[src/rtl/if_id_queue_pkg.sv]
// Shared fetch/decode types for the if_id_queue slice.
// Entry layout and reset PC used by the front end.
package if_id_queue_pkg;

  localparam int XLEN = 32;

  localparam logic [XLEN-1:0] RESET_PC = 32'h8000_0000;

  typedef struct packed {
    logic [XLEN-1:0] pc;
    logic [XLEN-1:0] inst;
  } if_entry_t;

endpackage

[src/rtl/if_id_queue.sv]
// In-order instruction queue from fetch to decode.
// Valid/ready on both sides, flush on PC redirect.
module if_id_queue
  import if_id_queue_pkg::*;
#(
  parameter int XLEN_P = XLEN,
  parameter int DEPTH  = 4
) (
  input  logic                       clk,
  input  logic                       rst,
  input  logic                       flush,
  input  logic                       in_valid,
  output logic                       in_ready,
  input  logic [XLEN_P-1:0]          in_pc,
  input  logic [XLEN_P-1:0]          in_inst,
  output logic                       out_valid,
  input  logic                       out_ready,
  output logic [XLEN_P-1:0]          out_pc,
  output logic [XLEN_P-1:0]          out_inst,
  output logic [$clog2(DEPTH):0]     count
);

  localparam int AW = $clog2(DEPTH);
  localparam int CW = AW + 1;

  logic [AW-1:0] wr_ptr;
  logic [AW-1:0] rd_ptr;
  logic [CW-1:0] cnt;
  logic          push;
  logic          pop;
  if_entry_t     mem [DEPTH];
  if_entry_t     head;

  assign in_ready  = (cnt != CW'(DEPTH));
  assign out_valid = (cnt != '0);
  assign push      = in_valid & in_ready;
  assign pop       = out_valid & out_ready;
  assign count     = cnt;

  assign head      = mem[rd_ptr];
  assign out_pc    = out_valid ? head.pc   : '0;
  assign out_inst  = out_valid ? head.inst : '0;

  // Pointers and occupancy; reset and flush both empty the queue.
  always_ff @(posedge clk) begin
    if (rst || flush) begin
      wr_ptr <= '0;
      rd_ptr <= '0;
      cnt    <= '0;
    end else begin
      if (push) wr_ptr <= wr_ptr + AW'(1);
      if (pop)  rd_ptr <= rd_ptr + AW'(1);
      unique case ({push, pop})
        2'b10:   cnt <= cnt + CW'(1);
        2'b01:   cnt <= cnt - CW'(1);
        default: cnt <= cnt;
      endcase
    end
  end

  // Entry storage; not reset, contents are only visible when counted.
  always_ff @(posedge clk) begin
    if (!rst && !flush && push) begin
      mem[wr_ptr] <= '{pc: in_pc, inst: in_inst};
    end
  end

  a_cnt_bound: assert property (
    @(posedge clk) disable iff (rst) cnt <= CW'(DEPTH)
  );

endmodule

[config.mk]
export PLATFORM = sky130hd
export DESIGN_NAME = if_id_queue
export DESIGN_NICKNAME = d
export VERILOG_FILES = /design/src/rtl/if_id_queue_pkg.sv /design/src/rtl/if_id_queue.sv
export SDC_FILE = /design/constraint.sdc
export NUM_CORES = 1
export LEC_CHECK = 0
export ABC_AREA = 1
export BUFFER_PORTS_ARGS = -buffer_cell sky130_fd_sc_hd__buf_2
export CORE_ASPECT_RATIO = 1.25
export CORE_MARGIN = 2
export CORE_UTILIZATION = 52
export DETAILED_ROUTE_END_ITERATION = 7
export PLACE_DENSITY_LB_ADDON = 0.12
export SYNTH_ARGS = -nofsm -noshare
export SYNTH_HDL_FRONTEND = slang
export SYNTH_SLANG_ARGS = --single-unit
[constraint.sdc]
create_clock -name clk -period 4.35 [get_ports clk]
set_clock_uncertainty 0.15 [all_clocks]
set_input_delay 0 -clock clk [delete_from_list [all_inputs] [get_ports clk]]
set_output_delay 0 -clock clk [all_outputs]
set_load 0.05 [all_outputs]
-- Word-level counts from Yosys, hierarchy flattened
Memory sizes are Yosys's and may differ from the RTL's. A register that Yosys moved wholly into a read port is not among the register bits.
Cells that the tools add are included.
Widths: inputs -> output; s select.
- register bits after elaboration: 7
- memory bits (writable): 256
- input bits: 69
- output and inout bits: 69
- word-level logic and storage cells: 27
- memories: 1
- add/subtract/negate cells: 4
- equality and inequality tests: 3
- multiplexer cells: 7
- bitwise logic cells: 2
- reduce and logical (&&, ||, !) cells: 7
- memory list (memory ; depth ; bits a word ; rd ports ; clocked after memory_dff ; wr ports ; RTL line ; text):
    mem ; 4 ; 64 ; 1 ; 1 ; 1 ; if_id_queue.sv:31 ; if_entry_t mem [DEPTH];
- operators by type and width (cell ; number):
    $mux 32 ; 2
    $pmux 3 s2 ; 1
    $add 2x1->2 const B ; 2
    $mux 2 ; 2
    $add 3x1->3 const B ; 1
    $ne 3x3->1 const B ; 1
    $reduce_bool 3->1 ; 1
    $sub 3x1->3 const B ; 1
    $and 1x1->1 ; 2
    $eq 2x1->1 const B ; 1
    $eq 2x2->1 const B ; 1
    $logic_and 1x1->1 ; 2
    $logic_not 1->1 ; 2
    $mux 1 ; 2
    $reduce_bool 2->1 ; 1
    $logic_or 1x1->1 ; 1

-- Logic depth before layout (Yosys ltp)
Gate-level depths: netlist of run 1.
- depth after elaboration: 5
- depth in mapped cells: 13
- mapped depth without buffers: 13

-- Worst setup path after synthesis of run 1
No wires, ideal clock.
- kind: reg2reg
- start point: reg cnt[1] (netlist: count[1])
- end point: mem mem[0][0] in the netlist's numbering (enable)
- library setup time: 0.487 ns
- arrival: 3.967 ns
- data required time: 3.713 ns
- slack: -0.253 ns
- stages on the path, launching flop included: 5
- path buffers: 0
- period minus slack after synthesis: 4.603 ns
- cells stage by stage: dfxtp_1 nor2_1 a21boi_0 nand2_1 nor2_1
- word-level cells in the longest chain between the ends: 5
- RTL lines (item ; RTL line ; text):
    start, declared ; if_id_queue.sv:28 ; logic [CW-1:0] cnt;
    start signal, assigned ; if_id_queue.sv:54 ; 2'b10: cnt <= cnt + CW'(1);
    start signal, assigned ; if_id_queue.sv:55 ; 2'b01: cnt <= cnt - CW'(1);
    start signal, assigned ; if_id_queue.sv:56 ; default: cnt <= cnt;
    $ne 3x3->1 ; if_id_queue.sv:34 ; assign in_ready = (cnt != CW'(DEPTH));
    $and 1x1->1 ; if_id_queue.sv:36 ; assign push = in_valid & in_ready;
    $logic_and 1x1->1 ; if_id_queue.sv:63 ; if (!rst && !flush && push) begin
    $mux 1 ; if_id_queue.sv:63 ;
    $mux 1 (implied by the code) ; if_id_queue.sv:64 ; mem[wr_ptr] <= '{pc: in_pc, inst: in_inst};
    end, declared ; if_id_queue.sv:31 ;
Every way passes these cells.

==> metrics, run 1 <==
Reg clk slew, reported paths 0.07 ns; Placement Setup Slack 1.56 ns; post-synthesis sequential area ratio 0.755; Mapped Area 10400 um2; worst path buffer plus inverter count 2; hold_ws 0.0788 ns; placeable core area 19500 um2; met2 usage 0.354; clock tree buffer depth 3; Max Clk Rate 333 MHz; worst slew pin tran 1.23 ns; CP required 4.20 ns; Final period util 0.691; crit end category output port; GR Overflow Total 0; number of global-route vias before repair 6568; Final nets 1099; clock sink total 265; Mapped Avg Cell Area 12.6 um2; DRC 0; Setup CP Type flip-flop to output port; Top Family by Delay on Critical Path buffers and inverters; per-cell routed wire length 16.8 um; initial antenna violation count 0; total number of vias 6717; I/O pin count 138; crit start category flip-flop; number of vias per cell 5.14; max-cap violations 0; Yosys reg bits 265; Tot Pwr 5390 uW; most used cell along the critical path nor2_1; DRT iter0 DRCs 698; DRT Wirelength 22000 um; Die H 162 um; grt met1 use 0.284; Critical Path Fanout Max 114; first-pass GRT wire length 33900 um; synth warn 0; final hold vios 0; IO buf count 137; M3 GR Usage 0.0329; Post-DP HPWL 11800 um; die area 21200 um2; TritonCTS buffer count 25; Worst-Skew Late Latency 0.51 ns; DRT Pass-1 Iters 5; synth-to-layout area growth 22.4%; Final Core Density 0.652; GRT Overall Usage 0.208; Routed Antenna Nets 0; Inst Count DP 1192; worst hold path type input pin to flip-flop; Final Instance Count excl. Fillers 1307; Cell Rows 57; CTS tree done; Initial Utilization 0.533; Syn Inst Count 827; Final Max Slew Viols 0; Final WS setup 1.34 ns; worst path arrival time 2.86 ns; Power Density 423 nW/um2; chip width 131 um; FF-to-FF setup slack 1.60 ns; unrepaired setup endpoints after global routing false; Fill cells 1552; largest net degree at the start of global routing 115; Diodes inserted 0; Rel. slew slack 0.181; GR peak layer met2; maximum VDD drop 346 uV; syn_nets 902; max incr delay on CP 0.94 ns; root buf cell clkbuf_16; htree depth 1; share of layout cells above drive strength 1 0.180; final setup fails 0; status completed; Final Critical Period 3.01 ns; RePlAce Congestion 0.726; critical-path cell list buf_4 > nor2_1 > nor2_1 > o21ai_0 > a21oi_1 > buf_2; Crit-path slowest cell buf_4; distinct cell type count after synthesis 19; Leakage 0.00467 uW
worst reg2reg max path, delay by kind of cell (launching register included):
kind,cells,cell delay [ns]
flops,1,0.36
compound gates,1,0.37
simple gates,3,1.16
buf+inv,1,0.36
cells in the final DEF, fill, tap and decap left out, drive strengths merged:
master	n
a21boi	1
a21oi	67
buf	147
bufinv	2
clkbuf	31
clkinv	13
dfxtp	9
dlygate4sd3	70
edfxtp	256
fa	1
ha	5
inv	19
nand2	15
nand3	4
nand3b	1
nor2	271
o21ai	130
cells by family (layout without fill, tap and decap cells):
group / count (synthesis) / count (layout) / synth area share
simple gates: 291 / 291 / 0.106
flops: 265 / 265 / 0.755
compound gates: 198 / 198 / 0.0954
buf+inv: 67 / 282 / 0.0356
fa+ha+maj: 6 / 6 / 0.00793
state kept, by name, summed over array words and instances (netlist names), named ones only:
register	count
rd_ptr	2
mem	256
wr_ptr	2
count	3
metrics by stage:
step	cell area, um2	TNS, ns
2_1_floorplan	10400	-64.81
3_5_place_dp	11300	0
4_1_cts	12700	0
3_3_place_gp	11300	0
6_report	12700	0
5_1_grt	12700	0
worst paths after layout:
kind              startpoint            to  cells after the start
setup reg to reg    count[1]     mem[1][2]                      5
setup / recovery   flip-flop  out_inst[12]                      6
hold reg to reg    wr_ptr[1]     wr_ptr[1]                      2
hold / removal     in_pc[24]    mem[3][56]                      2
layout make-up:
cell class,instances,area (um2),area share
repair buffers,217,1500,0.118
flip-flops and latches,265,7870,0.618
clock inverters,14,111,0.00874
inverters,20,76.3,0.00599
multi-input cells,495,2210,0.173
clock buffers,31,648,0.0508
well taps,265,332,0.0260
routing by layer:
metal  part of all wire  vias up
met5                  0        -
met2               0.51      180
met1               0.42     3206
li1                   -     3306
met3              0.054       25
met4              0.016        0
synthesized netlist by cell type:
master | instances | area share
o21ai_0 | 120 | 0.058
buf_2 | 14 | 0.0067
buf_6 | 11 | 0.012
o21ai_1 | 10 | 0.0048
clkbuf_1 | 14 | 0.0050
nand3_1 | 4 | 0.0019
inv_2 | 3 | 0.0011
nand3b_1 | 1 | 0.00072
nand2_1 | 15 | 0.0054
buf_1 | 3 | 0.0011
buf_4 | 5 | 0.0036
ha_1 | 5 | 0.0060
edfxtp_1 | 256 | 0.74
a21boi_0 | 1 | 0.00072
nor2_1 | 271 | 0.098
dfxtp_1 | 9 | 0.017
a21oi_1 | 67 | 0.032
inv_1 | 17 | 0.0061
fa_1 | 1 | 0.0019
where the power goes:
part	internal, uW	switching, uW	total [uW]	leakage, uW
logic	140	375	515	0.00191
clock network	1170	869	2040	0.000374
registers	2830	9.19	2840	0.00239
total	4140	1250	5390	0.00467
repair_timing:
item                                   in CTS  in global routing
resized for setup                           0                  0
endpoints found under the hold margin     265                  0
buffers inserted                            0                  0
hold buffers                               70                  0
Note: power is estimated with default switching activity, not from simulation.
==> run 2: changes to the inputs <==
CORE_UTILIZATION = 54   (was 52)
clock period = 3 ns   (was 4.35 ns; I/O delays follow)
==> run 2 against run 1 <==
- non-clock buffer count is 7 higher
- clock power is 36% higher
- critical path depth stayed put
- combinational power is 46% higher
- via count is 2.8% higher
- design area hardly changed
- global-route usage is 0.73 points higher
- sequential power is 45% higher
- setup slack worse by 1.1 ns
- wire length is 0.55% higher
- hold slack better by 0.014 ns
- critical endpoint is now out_pc[19]
- largest cell class unchanged
==> metrics, run 2 (synthesis results as in run 1) <==
status completed; most common library cell in the layout ignoring fill and taps nor2_1; multi-input logic area 2210 um2; Worst-Skew Late Latency 0.51 ns; Die H 159 um; share of layout cells above drive strength 1 0.186; Final period util 0.908; DP Area 11400 um2; unrepaired setup endpoints after global routing false; synth-to-layout area growth 22.5%; root buf cell clkbuf_16; cell-internal power 5840 uW; worst slew pin tran 0.883 ns; DRC 0; Post-DP HPWL 12100 um; number of global-route vias before repair 6756; RePlAce Congestion 0.708; Final Cell Area 12800 um2; DRT iter0 DRCs 505; final setup fails 0; hold_ws 0.0929 ns; total number of vias 6902; FF-to-FF setup slack 0.68 ns; CTS tree done; first-pass GRT wire length 34600 um; number of vias per cell 5.39; clock tree buffer depth 3; DRT Wirelength 22100 um; sequential power share 0.539; Leakage 0.00470 uW; crit end category output port; R2R Path Start count[1]; Reg clk slew, reported paths 0.06 ns; Setup CP Type flip-flop to output port; Initial Utilization 0.553; Final nets 1106; Diodes inserted 0; per-cell routed wire length 17.3 um; htree depth 1; Clock power frac 0.363; chip width 128 um; Max Clk Rate 367 MHz; R2R cell count 5; Worst Hold Launch in_pc[13]; most frequent cells in the layout nor2_1 (267), edfxtp_1 (256), buf_2 (137); Combinational Power Share 0.098; maximum VDD drop 437 uV; IO buf count 137; Power Density 599 nW/um2; initial antenna violation count 0; register area 7870 um2; Routed Antenna Nets 0; Largest Register mem; final hold vios 0; Critical Path Fanout Max 53; max reg flops 256; worst path arrival time 2.57 ns; worst hold path depth 2; TritonCTS buffer count 25; Final Critical Period 2.72 ns; GR Overflow Total 0; CP required 2.85 ns; clock sink total 265; crit start category flip-flop; max-cap violations 0; Switching Fraction 0.237; I/O pin count 138; Fill cells 1328; largest net degree at the start of global routing 105; CTS resizes 0; Cell Rows 56; GRT Overall Usage 0.215; placeable core area 18800 um2; sw power 1810 uW; Rel. slew slack 0.410; Final Max Slew Viols 0; die area 20400 um2; DRT Pass-1 Iters 5; worst hold path type input pin to flip-flop
[run 2: path summary, 6_finish.rpt]
kind | endpoint
worst max register to register | mem[1][5]
worst max-delay path | out_pc[19]
worst min-delay path | mem[0][45]
worst min register to register | wr_ptr[1]
[run 2: timing repair]
action / in CTS / in global routing
hold buffers: 69 / 0
setup endpoints to repair: 0 / 0
hold endpoints to repair: 265 / 0
buffers inserted: 0 / 0
[run 2: final cells by class]
cell class              count  area share
clock buffers              30      0.0505
clock inverters            14     0.00510
inverters                  20     0.00598
multi-input cells         495       0.173
flip-flops and latches    265       0.617
well taps                 232      0.0228
repair buffers            224       0.125
[run 2: stage by stage]
step | utilization | setup TNS [ns] | std cells | power, uW | worst slack [ns]
4_1_cts | 0.677 | 0 | 1280 | 7700 | 0.254
3_5_place_dp | 0.602 | 0 | 1167 | 4890 | 0.708
2_1_floorplan | - | -150.13 | 827 | 4660 | -0.586
3_3_place_gp | 0.602 | 0 | 1167 | 4880 | 0.746
5_1_grt | 0.677 | 0 | 1280 | 7890 | 0.114
6_report | 0.677 | 0 | 1280 | 7650 | 0.275
[run 2: per-layer routing]
layer,part of all wire,GRT usage,wire (um),vias to the layer above
met1,0.42,0.284,9360,3365
met4,0.014,0.0495,318,0
met5,0,0,0,-
met3,0.049,0.0245,1080,24
li1,-,-,-,3322
met2,0.51,0.382,11400,191
[run 2: worst max-delay path: stages, from the launching register on]
cell and delay (ns):
dfxtp_4 0.75, buf_4 0.43, nor2_1 0.09, nor2_1 0.11, o21ai_0 0.10, a21oi_1 0.23, buf_2 0.30
[run 2: power groups by stage]
stage	logic, uW	registers (uW)	clock network (uW)
2_1_floorplan	457	4200	0
3_3_place_gp	679	4200	0
3_5_place_dp	685	4200	0
4_1_cts	755	4120	2830
5_1_grt	804	4120	2970
6_report	753	4120	2770
==> run 3: changes to the inputs <==
REMOVE_ABC_BUFFERS = 1   (was default)
==> run 3 against run 2 <==
- register-to-register slack lost 0.04 ns
- critical path depth is the same
- combinational power is essentially flat
- clock power grew 3%
- via count shrank 1.6%
- total power grew 0.85%
- critical endpoint is now out_inst[2]
- highest routed layer unchanged
==> metrics, run 3 (synthesis results as in run 1) <==
status completed; worst hold path type input pin to flip-flop; Placement Setup Slack 0.655 ns; Critical Path Fanout Max 35; first-pass GRT wire length 34900 um; R2R Path Start count[1]; R2R cell count 5; total number of vias 6791; Reg clk slew, reported paths 0.06 ns; final setup fails 0; CTS tree done; htree depth 1; Rel. slew slack 0.434; initial antenna violation count 1; number of global-route vias before repair 6756; Fill cells 1425; crit end category output port; Setup CP Type flip-flop to output port; Tot Pwr 7710 uW; GRT Overall Usage 0.217; DP Area 11300 um2; Post-DP HPWL 11800 um; RePlAce Congestion 0.743; worst hold path depth 2; Final Cell Area 12700 um2; placeable core area 18800 um2; GR Overflow Total 0; DRC 0; worst path arrival time 2.34 ns; synth-to-layout area growth 22.3%; CTS resizes 0; DRT iter0 DRCs 535; Worst-Skew Late Latency 0.51 ns; Largest Register mem; Cell Rows 56; CP required 2.85 ns; number of vias per cell 5.32; unrepaired setup endpoints after global routing false; worst slew pin tran 0.849 ns; chip width 128 um; Final Max Slew Viols 0; clock tree buffer depth 3; TritonCTS buffer count 25; Routed Antenna Nets 0; most frequent cells in the layout nor2_1 (267), edfxtp_1 (256), buf_2 (137); IO buf count 137; per-cell routed wire length 17.2 um; Max Clk Rate 401 MHz; max-cap violations 0; Worst Hold Launch in_pc[30]; Final Critical Period 2.49 ns; max reg flops 256; Final period util 0.831; hold endpoint mem[0][62]; Die H 159 um; FF-to-FF setup slack 0.64 ns; Final nets 1104; Power Density 605 nW/um2; largest net degree at the start of global routing 129; crit start category flip-flop; Leakage 0.00469 uW; Post CTS Setup Buffer Count 0; root buf cell clkbuf_16; Initial Utilization 0.553; DRT Pass-1 Iters 5; register area 7870 um2; Critical R2R Capture mem[3][17]; share of layout cells above drive strength 1 0.182; # hold bufs at CTS 69; multi-input logic area 2210 um2; clock sink total 265; die area 20400 um2; Final WS setup 0.508 ns; I/O pin count 138; maximum VDD drop 579 uV; final hold vios 0; most common library cell in the layout ignoring fill and taps nor2_1; DRT Wirelength 21900 um
-- run 3: layout make-up --
class                   instances  area share
diodes                          1    0.000196
well taps                     232      0.0228
clock buffers                  36      0.0523
multi-input cells             495       0.173
clock inverters                 5     0.00422
flip-flops and latches        265       0.618
repair buffers                222       0.123
inverters                      20     0.00599
-- run 3: how the worst max path moves through the flow --
| stage | from | endpoint | cells after the start |
|---|---|---|---|
| floorplan | count[1] | mem[0][0] | 4 |
| global placement | count[1] | mem[3][30] | 5 |
| detailed placement | count[1] | mem[3][10] | 5 |
| CTS | flip-flop | out_inst[19] | 5 |
| global route | flip-flop | out_pc[14] | 5 |
| finish | flip-flop | out_inst[2] | 6 |
-- run 3: worst max-delay path, cell delays in order, from the launching register on --
cell and delay (ns):
dfxtp_2 0.32, inv_2 0.55, buf_4 0.40, nor2_1 0.08, o21ai_0 0.08, a21oi_1 0.13
buf_2 0.26
-- run 3: per-stage QoR --
step | util | TNS (ns) | instances | hold WS (ns)
2_1_floorplan | - | -507.64 | 780 | -0.0511
3_3_place_gp | 0.601 | 0 | 1165 | 0.0656
3_5_place_dp | 0.601 | 0 | 1165 | 0.0686
4_1_cts | 0.676 | 0 | 1275 | 0.0810
5_1_grt | 0.676 | 0 | 1275 | 0.0990
6_report | 0.676 | 0 | 1276 | 0.0915
-- run 3: per-layer routing --
layer  vias up  share of wire  track usage
met2       189           0.50        0.367
met4         0          0.016       0.0559
met3        31          0.055       0.0353
met5         -              0            0
li1       3314              -            -
met1      3257           0.43        0.294
-- run 3: report_power, final --
group / internal [uW] / total (uW) / switching, uW
clock: 1620 / 2840 / 1220
sequential: 4100 / 4110 / 12.5
combinational: 212 / 756 / 544
total: 5940 / 7710 / 1780
